`src/rtl/down_counter_timer_pkg.sv`:
```
// Shared definitions for the loadable down-counter timer: FSM state encoding and default width.
package down_counter_timer_pkg;

    localparam int DEFAULT_WIDTH = 4;

    typedef enum logic [1:0] {
        ST_IDLE = 2'd0,
        ST_RUN  = 2'd1,
        ST_DONE = 2'd2
    } state_t;

endpackage

```
`src/rtl/down_counter_timer.sv`:
```
// Loadable, enable-gated down-counter with terminal-count pulse and DONE/ack handshake.
// Latency: count/busy/done/tc_pulse are all registered, one edge after the causing inputs.
// Backpressure: none; enable low freezes the count, DONE is held until ack or a new load.
module down_counter_timer
    import down_counter_timer_pkg::*;
#(
    parameter int WIDTH       = DEFAULT_WIDTH,
    parameter int AUTO_RELOAD = 0
) (
    input  logic             clock,
    input  logic             clear,
    input  logic             load,
    input  logic [WIDTH-1:0] load_value,
    input  logic             enable,
    input  logic             ack,
    output logic [WIDTH-1:0] count,
    output logic             busy,
    output logic             done,
    output logic             tc_pulse
);

    state_t           state;
    state_t           state_nxt;
    logic [WIDTH-1:0] reload_reg;
    logic [WIDTH-1:0] reload_nxt;
    logic [WIDTH-1:0] count_nxt;
    logic             tc_nxt;

    always_ff @(posedge clock or posedge clear) begin
        if (clear) begin
            state      <= ST_IDLE;
            count      <= '0;
            reload_reg <= '0;
            tc_pulse   <= 1'b0;
        end else begin
            state      <= state_nxt;
            count      <= count_nxt;
            reload_reg <= reload_nxt;
            tc_pulse   <= tc_nxt;
        end
    end

    always_comb begin
        state_nxt  = state;
        count_nxt  = count;
        reload_nxt = reload_reg;
        tc_nxt     = 1'b0;
        if (load) begin
            // A load pre-empts everything, including a coincident terminal tick.
            count_nxt  = load_value;
            reload_nxt = load_value;
            state_nxt  = (load_value != '0) ? ST_RUN : ST_IDLE;
        end else begin
            case (state)
                ST_IDLE: ;
                ST_RUN: begin
                    if (enable) begin
                        if (count == WIDTH'(1)) begin
                            tc_nxt = 1'b1;
                            if (AUTO_RELOAD != 0) begin
                                count_nxt = reload_reg;
                            end else begin
                                count_nxt = '0;
                                state_nxt = ST_DONE;
                            end
                        end else if (count > WIDTH'(1)) begin
                            count_nxt = count - WIDTH'(1);
                        end
                    end
                end
                ST_DONE: begin
                    if (ack) begin
                        state_nxt = ST_IDLE;
                    end
                end
                default: state_nxt = ST_IDLE;
            endcase
        end
    end

    assign busy = (state == ST_RUN);
    assign done = (state == ST_DONE);

endmodule

```
`config.mk`:
```
export PLATFORM = sky130hd
export DESIGN_NAME = down_counter_timer
export DESIGN_NICKNAME = d
export VERILOG_FILES = /design/src/rtl/down_counter_timer_pkg.sv /design/src/rtl/down_counter_timer.sv
export SDC_FILE = /design/constraint.sdc
export NUM_CORES = 1
export LEC_CHECK = 0
export CORE_AREA = 8 8 45 47
export CTS_BUF_LIST = sky130_fd_sc_hd__clkbuf_8
export DETAILED_ROUTE_END_ITERATION = 7
export DIE_AREA = 0 0 53 55
export GPL_ROUTABILITY_DRIVEN = 0
export PLACE_DENSITY = 0.7
export SLEW_MARGIN = 20
export SYNTH_ARGS = -nofsm -noshare
export SYNTH_HDL_FRONTEND = slang
export SYNTH_SLANG_ARGS = --single-unit
```
`constraint.sdc`:
```
create_clock -name clock -period 1.74 [get_ports clock]
set_input_delay 0.261 -clock clock [delete_from_list [all_inputs] [get_ports clock]]
set_output_delay 0.261 -clock clock [all_outputs]
set_load 0.01 [all_outputs]
```
==> results.yml <==
synth:
  synth_top_area_cell: "dfrtp_1"
  synth_cell_type_count: 24
  syn_inst: 45
  synth_area_leaders: "dfrtp_1, ha_1, a221o_1, inv_1, nor2b_1"
  synth_fp_nets: 56
  ys_seq_area_share_pct: 40.1
  synth_area_per_cell_um2: 9.70
  netlist.area_leader.share_pct: 40.1
  synth_area_um2: 437
  synth_warnings: 0
  ys_ff_latch: 7
placed_design:
  portBuffers: 15
  place_area_um2: 609
  placed_cells_incl_taps: 76
  place_hpwl_um: 867
  place_ws_ns: 0.133
power_and_ir_drop:
  switching_power_uw: 146
  clockPowerShare_pct: 39.0
  p_per_area_mw_per_mm2: 846
  peakVddDrop_mv: 0.366
  p_seq_share_pct: 35.4
  swShare_pct: 26.2
  p_leak_nw: 0.300
  combPwrFrac_pct: 25.6
  power.total_uw: 556
  internal-power_uw: 410
worst_setup_path:
  critPathCaptureType: "output port"
  cp_max_fo: 4
  critPathLaunchType: "flip-flop"
  rr_endpoint: "count[1]"
  cp-startpoint: "state[0]"
  critical_path_arrival_ns: 1.34
  crit_type: "reg -> out"
  r2r_cells: 5
  crit_end: "done"
  required_ns: 1.48
  reg2reg_slack_ns: 0.19
  r2r_start: "count[0]"
final_layout:
  fin_area_um2: 657
  multi_input_comb_area_um2: 238
  finalNonFillerCells: 80
  regArea_um2: 175
  syn_to_final_growth_pct: 50.4
  final_nets: 76
  layout-drive-gt1-share_pct: 9.38
  antenna_cells: 0
  fillers: 145
  postLayoutCoreUtil_pct: 47.5
grt:
  grt_max_degree: 12
  antenna_found_initial: 0
  grt.overflow.total: 0
  grt_pass1_wl_um: 1900
  grt_usage_pct: 9.07
  first_global_vias: 431
timing:
  grt_setup_unrepaired: "false"
  worstMarginPinSlew_ns: 0.361
  tns_ns: 0
  setup_viol: 0
  relSlewSlack_pct: 75.9
  maxSlewViolCount: 0
  fin_crit_ns: 1.61
  post-route-period-util_pct: 92.3
  worst_slack_ns: 0.135
  worst_hold_slack_ns: 0.272
  fmaxAchievable_ghz: 0.623
  hold_violations: 0
  finalClockSkew_ns: 0.00370
routing:
  firstDrtPassIters: 4
  drc_errors: 0
  totalWireLength_um: 1060
  drt_iter0_markers: 17
  wl_per_cell_um: 13.2
  routed-via-count: 414
  antenna_left: 0
  routed_via_density: 5.18
clock_tree:
  tritoncts: "yes"
  clockRootBuffer: "clkbuf_8"
  cts_made_buffers: 3
  insertion_delay_ns: 0.22
  clock-sinks: 7
  cts_setup_buffers: 0
  clkTransAtPathRegs_ns: 0.04
  htreeDepth: 1
  clk_path_buf_depth: 2
run_status:
  status: "completed"
floorplanning:
  core_mm2: 0.00138
  start_util_pct: 31.6
  die_area_mm2: 0.00292
  die_x_um: 53
  io_pins: 16
  fp.dieH_um: 55
  rows: 14
flow_run:
  cap_violations: 0
hold_path:
  hold_path.class: "in -> async"
## power by group through the flow
stage                     Clock [mW]  Sequential, mW  Combinational (mW)
final                          0.217           0.197               0.142
after global routing           0.235           0.201               0.157
after CTS                      0.226           0.197               0.144
after detailed placement           0           0.199               0.144
after global placement             0           0.199               0.142
after floorplan                    0           0.201              0.0711
## what timing repair did
item	in CTS	in global routing
setup endpoints to repair	0	1
resized for setup	0	1
hold buffers	0	0
## synthesized netlist by cell type (all sizes together)
library cell  count
nor4              3
a311o             1
and2b             1
and3b             1
nand3b            1
ha                2
nand4b            1
dfrtp             7
mux2i             1
nor2b             3
a221o             2
and4bb            1
nor4b             1
nor2              4
buf               1
or2               1
nand4             1
nand2b            1
nand3             1
nand2             2
a22oi             1
inv               5
o41ai             1
o21ai             2
## critical path, stage by stage, from the launching register on
cell	delay (ns)
dfrtp_1	0.40
nor2b_1	0.16
clkdlybuf4s50_1	0.56
## cell type report
cell class	count	share of cell area, %
flip-flops and latches	7	26.7
multi-input cells	32	36.2
clock buffers	3	6.29
repair buffers	16	24.4
inverters	5	2.86
clock inverters	1	0.571
well taps	16	3.05
## cell families (layout without fill, tap and decap cells)
kind of cell | Yosys count | after routing | share of synthesized area (%)
simple gates | 22 | 22 | 33.5
compound gates | 7 | 7 | 12.9
flops | 7 | 7 | 40.1
buf+inv | 6 | 25 | 5.44
fa+ha+maj | 2 | 2 | 5.73
mux | 1 | 1 | 2.29
## worst min-delay path by stage
| stage | start | end | slack, ns | depth (start not counted) |
|---|---|---|---|---|
| 2_1_floorplan | clear | count[0] | 0.06 | 1 |
| 5_1_grt | clear | state[0] | 0.30 | 2 |
| 3_3_place_gp | clear | tc_pulse | 0.51 | 2 |
| 6_report | clear | state[0] | 0.27 | 2 |
| 4_1_cts | clear | state[0] | 0.28 | 2 |
| 3_5_place_dp | clear | tc_pulse | 0.52 | 2 |
## sequential cells by signal, summed over array words and instances, names as in the netlist
| name | flops |
|---|---|
| state | 2 |
| count | 4 |
| tc_pulse | 1 |
## cell usage in the layout, fill, tap and decap left out, types with 2 or more instances in the layout
| cell type | n |
|---|---|
| ha_1 | 2 |
| o21ai_1 | 2 |
| clkdlybuf4s50_1 | 14 |
| dfrtp_1 | 7 |
| nor4_1 | 3 |
| a221o_1 | 2 |
| nor2_1 | 4 |
| inv_1 | 6 |
| nor2b_1 | 3 |
| nand2_1 | 2 |
| clkbuf_8 | 3 |
## routing by layer
layer / track usage [%] / up-vias / part of all wire, %
met4: 10.3 / 0 / 2.6
met2: 13.1 / 12 / 46
met1: 10.0 / 198 / 46
met5: 0 / - / 0
met3: 2.41 / 2 / 5.8
li1: - / 202 / -
(Power assumes the default switching activity.)
